`src/rtl/axi_lite_pkg.sv`:
```
// Shared types and constants for the single-outstanding AXI4-Lite master core.
// Holds the FSM encoding, AXI response codes and host status bit positions.
package axi_lite_pkg;

    typedef enum logic [2:0] {
        ST_IDLE    = 3'd0,
        ST_WR      = 3'd1,
        ST_WR_RESP = 3'd2,
        ST_RD_ADDR = 3'd3,
        ST_RD_DATA = 3'd4,
        ST_DONE    = 3'd5
    } state_e;

    localparam logic [1:0] AXI_RESP_OKAY   = 2'b00;
    localparam logic [1:0] AXI_RESP_EXOKAY = 2'b01;
    localparam logic [1:0] AXI_RESP_SLVERR = 2'b10;
    localparam logic [1:0] AXI_RESP_DECERR = 2'b11;

    localparam logic [2:0] AXI_SIZE_32 = 3'b010;

    localparam int STATUS_RESP_LSB    = 0;
    localparam int STATUS_RESP_MSB    = 1;
    localparam int STATUS_TIMEOUT_BIT = 2;
    localparam int STATUS_BUSY_BIT    = 3;

    // Anything other than OKAY is reported to the host as an error, EXOKAY included.
    function automatic logic resp_is_error(input logic [1:0] resp);
        logic err;
        case (resp)
            AXI_RESP_OKAY:   err = 1'b0;
            AXI_RESP_EXOKAY: err = 1'b1;
            AXI_RESP_SLVERR: err = 1'b1;
            AXI_RESP_DECERR: err = 1'b1;
            default:         err = 1'b1;
        endcase
        return err;
    endfunction

endpackage

```
`src/rtl/axi_lite_master_core.sv`:
```
// Converts a level-based host command into one 32-bit AXI4-Lite transaction,
// with a per-transaction timeout and a registered interrupt summary.
module axi_lite_master_core
    import axi_lite_pkg::*;
#(
    parameter int unsigned ADDR_WIDTH      = 32,
    parameter int unsigned INTERRUPT_WIDTH = 32,
    parameter int unsigned DEFAULT_TIMEOUT = 100000000
) (
    input  logic                       clk,
    input  logic                       rst,
    input  logic                       i_cmd_en,
    output logic                       o_cmd_error,
    output logic                       o_cmd_ack,
    output logic [31:0]                o_cmd_status,
    input  logic [ADDR_WIDTH-1:0]      i_cmd_addr,
    input  logic                       i_cmd_wr_rd,
    input  logic [3:0]                 i_cmd_byte_en,
    input  logic [31:0]                i_cmd_data,
    output logic [31:0]                o_cmd_data,
    output logic                       o_cmd_interrupt,
    output logic [3:0]                 o_awid,
    output logic [ADDR_WIDTH-1:0]      o_awaddr,
    output logic [2:0]                 o_awsize,
    output logic                       o_awvalid,
    input  logic                       i_awready,
    output logic [3:0]                 o_wid,
    output logic [31:0]                o_wdata,
    output logic [3:0]                 o_wstrobe,
    output logic                       o_wlast,
    output logic                       o_wvalid,
    input  logic                       i_wready,
    input  logic [3:0]                 i_bid,
    input  logic [1:0]                 i_bresp,
    input  logic                       i_bvalid,
    output logic                       o_bready,
    output logic [3:0]                 o_arid,
    output logic [ADDR_WIDTH-1:0]      o_araddr,
    output logic [7:0]                 o_arlen,
    output logic [2:0]                 o_arsize,
    output logic                       o_arvalid,
    input  logic                       i_arready,
    input  logic [3:0]                 i_rid,
    input  logic [31:0]                i_rdata,
    input  logic [3:0]                 i_rstrobe,
    input  logic                       i_rlast,
    input  logic [1:0]                 i_rresp,
    input  logic                       i_rvalid,
    output logic                       o_rready,
    input  logic [INTERRUPT_WIDTH-1:0] i_interrupts
);

    localparam logic [31:0] TIMEOUT_LAST = 32'(DEFAULT_TIMEOUT - 32'd1);

    state_e                  state_q, state_d;
    logic [ADDR_WIDTH-1:0]   addr_q, addr_d;
    logic [31:0]             wdata_q, wdata_d;
    logic [3:0]              wstrb_q, wstrb_d;
    logic [31:0]             rdata_q, rdata_d;
    logic [31:0]             cnt_q, cnt_d;
    logic [1:0]              resp_q, resp_d;
    logic                    awvalid_q, awvalid_d;
    logic                    wvalid_q, wvalid_d;
    logic                    arvalid_q, arvalid_d;
    logic                    bready_q, bready_d;
    logic                    rready_q, rready_d;
    logic                    ack_q, ack_d;
    logic                    error_q, error_d;
    logic                    timeout_q, timeout_d;
    logic                    busy_q, busy_d;
    logic                    irq_q, irq_d;
    logic                    timeout_hit_s;
    logic [31:0]             status_s;
    logic                    unused_s;

    assign unused_s = ^{i_bid, i_rid, i_rstrobe, i_rlast};

    // Next-state and next-output logic for the transaction FSM.
    always_comb begin
        state_d   = state_q;
        addr_d    = addr_q;
        wdata_d   = wdata_q;
        wstrb_d   = wstrb_q;
        rdata_d   = rdata_q;
        cnt_d     = cnt_q;
        resp_d    = resp_q;
        awvalid_d = awvalid_q;
        wvalid_d  = wvalid_q;
        arvalid_d = arvalid_q;
        bready_d  = bready_q;
        rready_d  = rready_q;
        ack_d     = ack_q;
        error_d   = error_q;
        timeout_d = timeout_q;
        busy_d    = busy_q;
        irq_d     = |i_interrupts;

        timeout_hit_s = (state_q inside {ST_WR, ST_WR_RESP, ST_RD_ADDR, ST_RD_DATA})
                        && (cnt_q == TIMEOUT_LAST);

        if (timeout_hit_s) begin
            awvalid_d = 1'b0;
            wvalid_d  = 1'b0;
            arvalid_d = 1'b0;
            bready_d  = 1'b0;
            rready_d  = 1'b0;
            timeout_d = 1'b1;
            error_d   = 1'b1;
            busy_d    = 1'b0;
            state_d   = ST_DONE;
        end else begin
            case (state_q)
                ST_IDLE: begin
                    // The ack check stops a still-high enable from re-launching a finished command.
                    if (i_cmd_en && !ack_q) begin
                        addr_d    = i_cmd_addr;
                        wdata_d   = i_cmd_data;
                        wstrb_d   = i_cmd_byte_en;
                        error_d   = 1'b0;
                        resp_d    = AXI_RESP_OKAY;
                        timeout_d = 1'b0;
                        busy_d    = 1'b1;
                        cnt_d     = 32'd0;
                        if (i_cmd_wr_rd) begin
                            awvalid_d = 1'b1;
                            wvalid_d  = 1'b1;
                            state_d   = ST_WR;
                        end else begin
                            arvalid_d = 1'b1;
                            state_d   = ST_RD_ADDR;
                        end
                    end else begin
                        state_d = ST_IDLE;
                    end
                end
                ST_WR: begin
                    cnt_d     = cnt_q + 32'd1;
                    awvalid_d = awvalid_q && !i_awready;
                    wvalid_d  = wvalid_q && !i_wready;
                    if ((!awvalid_q || i_awready) && (!wvalid_q || i_wready)) begin
                        bready_d = 1'b1;
                        state_d  = ST_WR_RESP;
                    end else begin
                        state_d = ST_WR;
                    end
                end
                ST_WR_RESP: begin
                    cnt_d = cnt_q + 32'd1;
                    if (i_bvalid) begin
                        bready_d = 1'b0;
                        resp_d   = i_bresp;
                        error_d  = resp_is_error(i_bresp);
                        busy_d   = 1'b0;
                        state_d  = ST_DONE;
                    end else begin
                        state_d = ST_WR_RESP;
                    end
                end
                ST_RD_ADDR: begin
                    cnt_d = cnt_q + 32'd1;
                    if (i_arready) begin
                        arvalid_d = 1'b0;
                        rready_d  = 1'b1;
                        state_d   = ST_RD_DATA;
                    end else begin
                        state_d = ST_RD_ADDR;
                    end
                end
                ST_RD_DATA: begin
                    cnt_d = cnt_q + 32'd1;
                    if (i_rvalid) begin
                        rready_d = 1'b0;
                        rdata_d  = i_rdata;
                        resp_d   = i_rresp;
                        error_d  = resp_is_error(i_rresp);
                        busy_d   = 1'b0;
                        state_d  = ST_DONE;
                    end else begin
                        state_d = ST_RD_DATA;
                    end
                end
                ST_DONE: begin
                    if (ack_q && !i_cmd_en) begin
                        ack_d   = 1'b0;
                        state_d = ST_IDLE;
                    end else begin
                        ack_d   = 1'b1;
                        state_d = ST_DONE;
                    end
                end
                default: begin
                    awvalid_d = 1'b0;
                    wvalid_d  = 1'b0;
                    arvalid_d = 1'b0;
                    bready_d  = 1'b0;
                    rready_d  = 1'b0;
                    ack_d     = 1'b0;
                    busy_d    = 1'b0;
                    state_d   = ST_IDLE;
                end
            endcase
        end
    end

    // State, channel and host-side registers; reset aborts any transaction in flight.
    always_ff @(posedge clk or negedge rst) begin
        if (!rst) begin
            state_q   <= ST_IDLE;
            addr_q    <= '0;
            wdata_q   <= 32'd0;
            wstrb_q   <= 4'd0;
            rdata_q   <= 32'd0;
            cnt_q     <= 32'd0;
            resp_q    <= 2'd0;
            awvalid_q <= 1'b0;
            wvalid_q  <= 1'b0;
            arvalid_q <= 1'b0;
            bready_q  <= 1'b0;
            rready_q  <= 1'b0;
            ack_q     <= 1'b0;
            error_q   <= 1'b0;
            timeout_q <= 1'b0;
            busy_q    <= 1'b0;
            irq_q     <= 1'b0;
        end else begin
            state_q   <= state_d;
            addr_q    <= addr_d;
            wdata_q   <= wdata_d;
            wstrb_q   <= wstrb_d;
            rdata_q   <= rdata_d;
            cnt_q     <= cnt_d;
            resp_q    <= resp_d;
            awvalid_q <= awvalid_d;
            wvalid_q  <= wvalid_d;
            arvalid_q <= arvalid_d;
            bready_q  <= bready_d;
            rready_q  <= rready_d;
            ack_q     <= ack_d;
            error_q   <= error_d;
            timeout_q <= timeout_d;
            busy_q    <= busy_d;
            irq_q     <= irq_d;
        end
    end

    // Host status word assembled from the individual status flops.
    always_comb begin
        status_s = 32'd0;
        status_s[STATUS_RESP_MSB:STATUS_RESP_LSB] = resp_q;
        status_s[STATUS_TIMEOUT_BIT]              = timeout_q;
        status_s[STATUS_BUSY_BIT]                 = busy_q;
    end

    assign o_cmd_status    = status_s;
    assign o_cmd_error     = error_q;
    assign o_cmd_ack       = ack_q;
    assign o_cmd_data      = rdata_q;
    assign o_cmd_interrupt = irq_q;

    assign o_awid    = 4'd0;
    assign o_wid     = 4'd0;
    assign o_arid    = 4'd0;
    assign o_awsize  = AXI_SIZE_32;
    assign o_arsize  = AXI_SIZE_32;
    assign o_arlen   = 8'd0;
    assign o_awaddr  = addr_q;
    assign o_araddr  = addr_q;
    assign o_awvalid = awvalid_q;
    assign o_wvalid  = wvalid_q;
    assign o_wlast   = wvalid_q;
    assign o_wdata   = wdata_q;
    assign o_wstrobe = wstrb_q;
    assign o_arvalid = arvalid_q;
    assign o_bready  = bready_q;
    assign o_rready  = rready_q;

endmodule

```
`config.mk`:
```
export PLATFORM = sky130hd
export DESIGN_NAME = axi_lite_master_core
export DESIGN_NICKNAME = d
export VERILOG_FILES = /design/src/rtl/axi_lite_pkg.sv /design/src/rtl/axi_lite_master_core.sv
export SDC_FILE = /design/constraint.sdc
export NUM_CORES = 1
export LEC_CHECK = 0
export CAP_MARGIN = 20
export CORE_ASPECT_RATIO = 1.2
export CORE_MARGIN = 5
export CORE_UTILIZATION = 35
export CTS_BUF_LIST = sky130_fd_sc_hd__clkbuf_16
export CTS_CLUSTER_SIZE = 8
export DETAILED_ROUTE_END_ITERATION = 10
export PLACE_DENSITY = 0.77
export SYNTH_ARGS = -nofsm -noshare
export SYNTH_HDL_FRONTEND = slang
export SYNTH_SLANG_ARGS = --single-unit
```
`constraint.sdc`:
```
create_clock -name clk -period 2.2 [get_ports clk]
set_input_delay 0.44 -clock clk [delete_from_list [all_inputs] [get_ports clk]]
set_output_delay 0.44 -clock clk [all_outputs]
set_load 0.02 [all_outputs]
```
# Word level (Yosys, flattened, before mapping)

Index checks and enable logic that the tools add are counted.

Flip-flop bits (word level): 147
Bits in latches: 0
Memory bits (writable): 0
Bits in read-only memories: 0
Input bits: 158
Output and inout bits: 199
Word-level logic and storage cells: 140
Memories: 0

Add/subtract/negate cells: 1
Multipliers: 0
Div/mod/pow operators: 0
Order comparisons: 0
Equality and inequality tests: 27
Shifts and indexed selects: 0
Multiplexer cells: 48
Bitwise operators: 2
Reductions and logical operators: 45

Operators by type and width:

| cell                                                                    | count |
|---|---|
| 32-bit one-hot mux with 2 select lines                                  | 1 |
| 32-bit by 1-bit adder with 32-bit output, second input constant         | 1 |
| 32-bit by 27-bit equality test with 1-bit output, second input constant | 1 |
| 32-bit two-way mux                                                      | 1 |
| 32-bit OR reduction                                                     | 1 |
| 1-bit two-way mux                                                       | 24 |
| 4-bit OR reduction                                                      | 5 |
| 3-bit inequality test, second input constant                            | 6 |
| 1-bit one-hot mux with 3 select lines                                   | 6 |
| 3-bit one-hot mux with 6 select lines                                   | 1 |
| 3-bit AND reduction                                                     | 6 |
| 3-bit two-way mux                                                       | 5 |
| 4-bit AND reduction                                                     | 3 |
| 2-bit two-way mux                                                       | 5 |
| 2-bit by 1-bit inequality test with 1-bit output, second input constant | 5 |
| 3-bit OR reduction                                                      | 3 |
| 2-bit equality test, second input constant                              | 4 |
| 4-bit nonzero test                                                      | 2 |
| 3-bit by 2-bit equality test with 1-bit output, second input constant   | 2 |
| 3-bit equality test, second input constant                              | 2 |
| 1-bit logical AND                                                       | 6 |
| 1-bit zero test                                                         | 6 |
| 2-bit inequality test, second input constant                            | 3 |
| 1-bit one-hot mux with 2 select lines                                   | 3 |
| 14 further kinds                                                        | 21 |

# Depth between registers and ports, before layout

Gate-level depths: netlist of the first run.

Word-level depth: 6
Gate-level depth with buffers: 8
Gate-level depth less buffers: 6

# Worst setup path before layout of the first run

Ideal clock, no wire load.

Path type: register to register
Start: register cnt_q[0]
End: register rdata_q[10] (netlist: o_cmd_data[10])
Setup time: 0.125 ns
Arrival: 2.087 ns
Required time: 2.075 ns
Slack: -0.013 ns
Stages on the path, launching flop included: 9
Path through: dfrtp_1 ha_1 and4_1 nand2_1 nor4_2 or4_1 buf_2 buf_6 mux2_4

Cells in the longest elaborated chain, start to end: 4

Ends and longest elaborated chain:

| element                                          | line                        | RTL |
|---|---|---|
| start: declaration                               | axi_lite_master_core.sv:60  | `logic [31:0] cnt_q, cnt_d;` |
| start signal: assignment                         | axi_lite_master_core.sv:231 | `cnt_q <= cnt_d;` |
| 32-bit by 27-bit equality test with 1-bit output | axi_lite_master_core.sv:99  | `&& (cnt_q == TIMEOUT_LAST);` |
| 1-bit logical AND                                | axi_lite_master_core.sv:99  |  |
| 1-bit inverter (no line)                         | -                           |  |
| 3-bit AND reduction (no line)                    | -                           |  |
| end signal: assignment                           | axi_lite_master_core.sv:230 | `rdata_q <= rdata_d;` |
| end: declaration                                 | axi_lite_master_core.sv:59  | `logic [31:0] rdata_q, rdata_d;` |

Every way passes these cells.
A chain may end at the register's enable or synchronous reset.

# Final worst setup path of the first run

Start: register cnt_q[0]
End: register rdata_q[2] (netlist: o_cmd_data[2])

The elaborated chain is that of the path after synthesis.

==> flow_summary.json, run 1 <==
{
  "dr.first_iter.drc_count": 236,
  "grt_max_degree": 54,
  "worstPathRequired_ps": 2490,
  "slew_headroom_pct": 66.0,
  "period_needed_ps": 2130,
  "reg2regPathDepth": 7,
  "clock_latency_ps": 420,
  "final_nets": 1222,
  "vias": 6375,
  "die-area_um2": 23800,
  "wl_per_cell_um": 16.4,
  "die_h_um": 168,
  "finalSetupViolations": 0,
  "synth_most_common_cell": "nand2_1",
  "start_util_pct": 35.8,
  "grt_pass1_vias": 6388,
  "ir_worst_vdd_v": 0.000729,
  "cts_sinks": 147,
  "synth.largest_area_cell": "dfrtp_1",
  "end_kind": "flip-flop",
  "max_freq_mhz": 470,
  "netlist_area_um2": 7270,
  "gp_congestion": 0.823,
  "arrival_ps": 2420,
  "status": "finished clean",
  "dpl_cell_area_um2": 10400,
  "min_to": "o_wdata[16]$_DFFE_PN0P_",
  "power.density_nw_per_um2": 1310,
  "drt-total-wl_um": 22000,
  "design_area_um2": 11100,
  "avgSynthCellArea_um2": 9.59,
  "antenna_cells": 0,
  "startpoint_type": "flip-flop",
  "place_hpwl_um": 16700,
  "r2r_start": "cnt_q[0]$_DFFE_PN0P_",
  "async_flop_share_pct": 100,
  "hold_viol": 0,
  "antenna_left": 0,
  "hold_start": "o_wdata[16]$_DFFE_PN0P_",
  "synthCells": 758,
  "gr-usage-all-layers_pct": 17.9,
  "root_buffer": "clkbuf_16",
  "areaGrowthSynthToFinish_pct": 53.1,
  "worstMarginPinSlew_ps": 510,
  "finalWorstSetupSlack_ps": 73.2,
  "pre_cts_ws_ps": -165,
  "synth_top_area_share_pct": 50.6,
  "yosys_warnings": 0,
  "rows": 57,
  "htreeDepth": 4,
  "ff2ff_setup_slack_ps": 70,
  "core_area_um2": 20300,
  "tritoncts": "yes",
  "die_w_um": 142,
  "avgViaCountPerCell": 4.75,
  "antenna_found_initial": 0,
  "cts_inserted_buffers": 17,
  "synth_edf_count": 0,
  "maxCapViolCount": 0,
  "min_period_over_period_pct": 96.7,
  "clkTransAtPathRegs_ps": 60,
  "synth_area_leaders": "dfrtp_1 (51%), nand2_1 (12%), buf_4 (9.2%)",
  "rsz0062_at_grt": "false",
  "grt_pass1_wl_um": 34000,
  "ys_seq_area_share_pct": 50.6,
  "drc_errors": 0,
  "firstDrtPassIters": 4,
  "reg2reg_to": "o_cmd_data[2]$_DFFE_PN0P_",
  "cp_max_fo": 16,
  "ys_top_cells_by_count": "nand2_1 (232), dfrtp_1 (147), buf_4 (89)",
  "slew_viol_final": 0,
  "critPathKind": "flip-flop to flip-flop",
  "hold_depth": 2,
  "io_pins": 357,
  "hp-class": "flip-flop to flip-flop",
  "ctsLongestPathBuffers": 2,
  "synth_seq_cells": 147,
  "ys.flop_type": "dfrtp_1",
  "ys_types": 55,
  "io_buffers": 289,
  "fin_hold_ws_ps": 471,
  "clock-skew-final_ps": 13.4,
  "cellLeakagePower_nw": 5.13,
  "drive_gt1_share_pct": 13.1,
  "gr-total-overflow": 0
}
## flip-flops by register name, indices dropped and copies added, names as in the netlist, 2 cells and up
signal,cells
cnt_q,32
state_q,3
o_wstrobe,4
o_cmd_data,32
o_wdata,32
resp_q,2
o_araddr,32
## layout make-up
type / count / area [um2]
timing repair buffer: 354 / 3480
clock inverter: 15 / 203
tap: 265 / 332
clock buffer: 17 / 425
inverter: 5 / 18.8
multi-input combinational: 538 / 2980
sequential: 147 / 3680
fill: 1808 / 9200
## how the worst max path moves through the flow
stage | startpoint | endpoint | slack [ps] | depth (start not counted)
floorplan | state_q[1]$_DFF_PN0_ | o_cmd_data[10]$_DFFE_PN0P_ | 10 | 8
global placement | i_cmd_en | cnt_q[25]$_DFFE_PN0P_ | -150 | 7
detailed placement | i_cmd_en | cnt_q[25]$_DFFE_PN0P_ | -160 | 7
CTS | cnt_q[0]$_DFFE_PN0P_ | o_cmd_data[11]$_DFFE_PN0P_ | 4 | 7
global route | cnt_q[25]$_DFFE_PN0P_ | o_cmd_data[0]$_DFFE_PN0P_ | 7 | 6
finish | cnt_q[0]$_DFFE_PN0P_ | o_cmd_data[2]$_DFFE_PN0P_ | 70 | 7
## cells by family after synthesis
logic type / synth area share, %
AND/OR/NAND/NOR: 22.2
flip-flops: 50.6
buffers and inverters: 11.5
AO/OA/AOI/OAI: 6.97
multiplexers: 7.23
XOR/XNOR: 1.21
other: 0.103
adder cells (fa/ha/maj): 0.172
## what timing repair did
action                                  4_1_cts  5_1_grt
endpoints found under the setup margin       34       19
hold endpoints to repair                     50        0
buffers inserted                              0        0
gates cloned                                  1        0
hold buffers                                  1        0
pin swaps                                     3        3
gates resized for setup                       3        3
## power breakdown
part / internal (mW) / switching [mW] / leakage, nW / total [mW]
logic: 3.50 / 3.67 / 2.95 / 7.17
clock network: 1.91 / 1.20 / 0.301 / 3.11
registers: 3.71 / 0.632 / 1.87 / 4.34
total: 9.12 / 5.50 / 5.13 / 14.6
## cells in the final DEF, fill, tap and decap left out, types with 5 or more instances in the layout
cell type,count
nor4_1,16
nand2b_1,7
o21ai_0,17
mux2_4,30
nand3_1,12
nor2_1,24
o211ai_1,5
clkdlybuf4s50_1,288
conb_1,54
nand2_1,230
xnor2_1,6
a21oi_1,29
buf_12,6
dfrtp_1,147
clkbuf_16,17
nand4_1,16
o21a_1,6
buf_4,56
or3_1,12
## critical path, cell delays in order (launching register included)
cell and delay [ps]:
dfrtp_1 380, ha_1 210, and4_4 190, nand2_2 80, nor4_4 50, or4_4 570
buf_12 200, mux2_4 310
## per-layer routing
metal	routed length, um	global-route usage, %	share of wire [%]	vias up
met4	558	6.72	2.5	0
li1	-	-	-	3018
met3	2170	5.50	9.9	28
met1	8240	20.0	37	3022
met5	0	0	0	-
met2	11000	31.8	50	307
## stage by stage
| step | std cells | total power, mW | setup TNS, ps | utilization (%) |
|---|---|---|---|---|
| floorplan | 810 | 8.35 | 0 | - |
| global placement | 1307 | 11.4 | -3060 | 51.4 |
| detailed placement | 1307 | 11.6 | -3470 | 51.4 |
| CTS | 1341 | 14.8 | 0 | 54.7 |
| global route | 1341 | 15.5 | 0 | 54.7 |
| finish | 1341 | 14.6 | 0 | 54.7 |
Power figures use the tool's default switching activity.
==> run 2, diff against run 1 <==
Settings changed: CORE_MARGIN 5 to 4, HOLD_SLACK_MARGIN from default to 0.06.
==> run 2 against run 1 <==
  * Via count increased by 1.3%
  * Sequential cell count stayed put
  * Clock power down 9.3%
  * Worst hold slack got worse by 9.2 ps
  * First-iteration DRC count increased by 39%
  * Sequential share of layout area decreased by 0.067 points
  * Fmax is 3.1% lower
  * Global-route usage is 0.50 points higher
  * Sequential power is 1% higher
  * Critical path depth decreased by 1
  * Design area up 0.20%
  * Combinational power increased by 1%
  * Critical path type unchanged
  * Critical endpoint is now o_cmd_data[21]$_DFFE_PN0P_
  * Largest cell class unchanged
==> flow_summary.json, run 2 (synthesis results as in run 1) <==
{
  "startpoint_type": "flip-flop",
  "seq_power_share_pct": 30.4,
  "maxCapViolCount": 0,
  "clock_latency_ps": 420,
  "grt_pass1_vias": 6639,
  "place_hpwl_um": 16500,
  "start_util_pct": 35.8,
  "p_sw_mw": 5.56,
  "gp_congestion": 0.843,
  "wl_per_cell_um": 16.4,
  "reg2reg_to": "o_cmd_data[21]$_DFFE_PN0P_",
  "switching_share_pct": 38.5,
  "status": "finished clean",
  "die-area_um2": 23100,
  "gr-usage-all-layers_pct": 18.4,
  "antenna_found_initial": 0,
  "clkTransAtPathRegs_ps": 60,
  "die_h_um": 166,
  "ff2ff_setup_slack_ps": 6,
  "cellLeakagePower_nw": 5.14,
  "max_freq_mhz": 456,
  "arrival_ps": 2490,
  "cts_inserted_buffers": 17,
  "power.internal_mw": 8.90,
  "io_pins": 357,
  "root_buffer": "clkbuf_16",
  "dr.first_iter.drc_count": 329,
  "antenna_cells": 0,
  "grt_max_degree": 57,
  "drc_errors": 0,
  "fin_util_pct": 54.8,
  "gr-total-overflow": 0,
  "final_nets": 1225,
  "multiInputGateArea_um2": 3030,
  "power.density_nw_per_um2": 1300,
  "reg2regPathDepth": 6,
  "drt-total-wl_um": 22100,
  "final_common_cell": "clkdlybuf4s50_1",
  "tns_ps": 0,
  "dpl_cell_area_um2": 10400,
  "cp_max_fo": 8,
  "slew_viol_final": 0,
  "vias": 6457,
  "worstPathRequired_ps": 2500,
  "hold_viol": 0,
  "ctsLongestPathBuffers": 2,
  "combPwrFrac_pct": 50.1,
  "antenna_left": 0,
  "firstDrtPassIters": 4,
  "period_needed_ps": 2190,
  "areaGrowthSynthToFinish_pct": 53.4,
  "finalSetupViolations": 0,
  "core_area_um2": 20300,
  "finalPower_mw": 14.5,
  "r2r_start": "state_q[0]$_DFF_PN0_",
  "ir_worst_vdd_v": 0.000702,
  "design_area_um2": 11100,
  "final_cell_mix": "clkdlybuf4s50_1 (288), nand2_1 (230), dfrtp_1 (147)",
  "grt_pass1_wl_um": 34400,
  "tritoncts": "yes",
  "avgViaCountPerCell": 4.80,
  "drive_gt1_share_pct": 13.6,
  "clock-skew-final_ps": 10.3,
  "p_clk_share_pct": 19.5,
  "worstMarginPinSlew_ps": 513,
  "die_w_um": 140,
  "htreeDepth": 4,
  "rows": 57,
  "cts_sinks": 147,
  "hp-class": "input pin to async pin",
  "end_kind": "flip-flop",
  "seqCellArea_um2": 3680,
  "io_buffers": 289,
  "rsz0062_at_grt": "true",
  "slew_headroom_pct": 65.8,
  "critPathKind": "flip-flop to flip-flop",
  "fill_cells": 1806,
  "min_period_over_period_pct": 99.7
}
-- run 2: how the worst max path moves through the flow --
stage	depth (start not counted)	slack, ps	end	start
4_1_cts	7	20	o_cmd_data[0]$_DFFE_PN0P_	cnt_q[0]$_DFFE_PN0P_
3_5_place_dp	6	-210	cnt_q[25]$_DFFE_PN0P_	i_cmd_en
5_1_grt	7	-30	resp_q[1]$_DFFE_PN0P_	cnt_q[10]$_DFFE_PN0P_
2_1_floorplan	8	10	o_cmd_data[10]$_DFFE_PN0P_	state_q[1]$_DFF_PN0_
3_3_place_gp	6	-180	cnt_q[25]$_DFFE_PN0P_	i_cmd_en
6_report	6	6	o_cmd_data[21]$_DFFE_PN0P_	state_q[0]$_DFF_PN0_
-- run 2: layout make-up --
class | count | area share (%)
Clock buffer | 17 | 3.82
Clock inverter | 15 | 1.29
Inverter | 5 | 0.168
Multi-Input combinational cell | 538 | 27.2
Sequential cell | 147 | 33.0
Tap cell | 265 | 2.97
Timing Repair Buffer | 357 | 31.6
-- run 2: critical path, cell delays in order, from the launching register on --
cell and delay, ps:
dfrtp_1 380, or3_4 420, nand3_4 80, nor4_4 60
or4_4 610, clkbuf_16 220, mux2_4 300
-- run 2: metal layers --
metal / vias to the layer above / part of all wire (%) / GRT usage, %
li1: 3036 / - / -
met1: 3079 / 39 / 20.6
met2: 306 / 50 / 32.5
met3: 36 / 7.5 / 5.27
met4: 0 / 3.2 / 7.96
met5: - / 0 / 0
-- run 2: timing repair --
item / in CTS / in global routing
hold buffers: 1 / 0
cloned: 1 / 1
hold endpoints to repair: 23 / 0
setup endpoints to repair: 34 / 34
pin swaps: 1 / 3
gates resized for setup: 5 / 10
setup buffers: 0 / 2
-- run 2: power by group through the flow --
stage	Sequential [mW]	Clock (mW)	Combinational [mW]
final	4.39	2.82	7.25
after global routing	4.53	3.02	7.72
after CTS	4.40	2.88	7.19
after detailed placement	4.43	0	7.14
after global placement	4.39	0	7.00
after floorplan	5.46	0	2.89
-- run 2: per-stage QoR --
stage	hold slack, ps	worst slack, ps	instances
floorplan	144	12.6	810
finish	462	5.69	1344
global placement	319	-179	1307
detailed placement	316	-214	1307
global route	464	-33.2	1344
CTS	439	16.3	1341
==> run 3, diff against run 2 <==
Settings changed: GPL_ROUTABILITY_DRIVEN from default to 1.
==> results of run 3 <==
Final layout, timing and power as in run 2 (identical DEF).
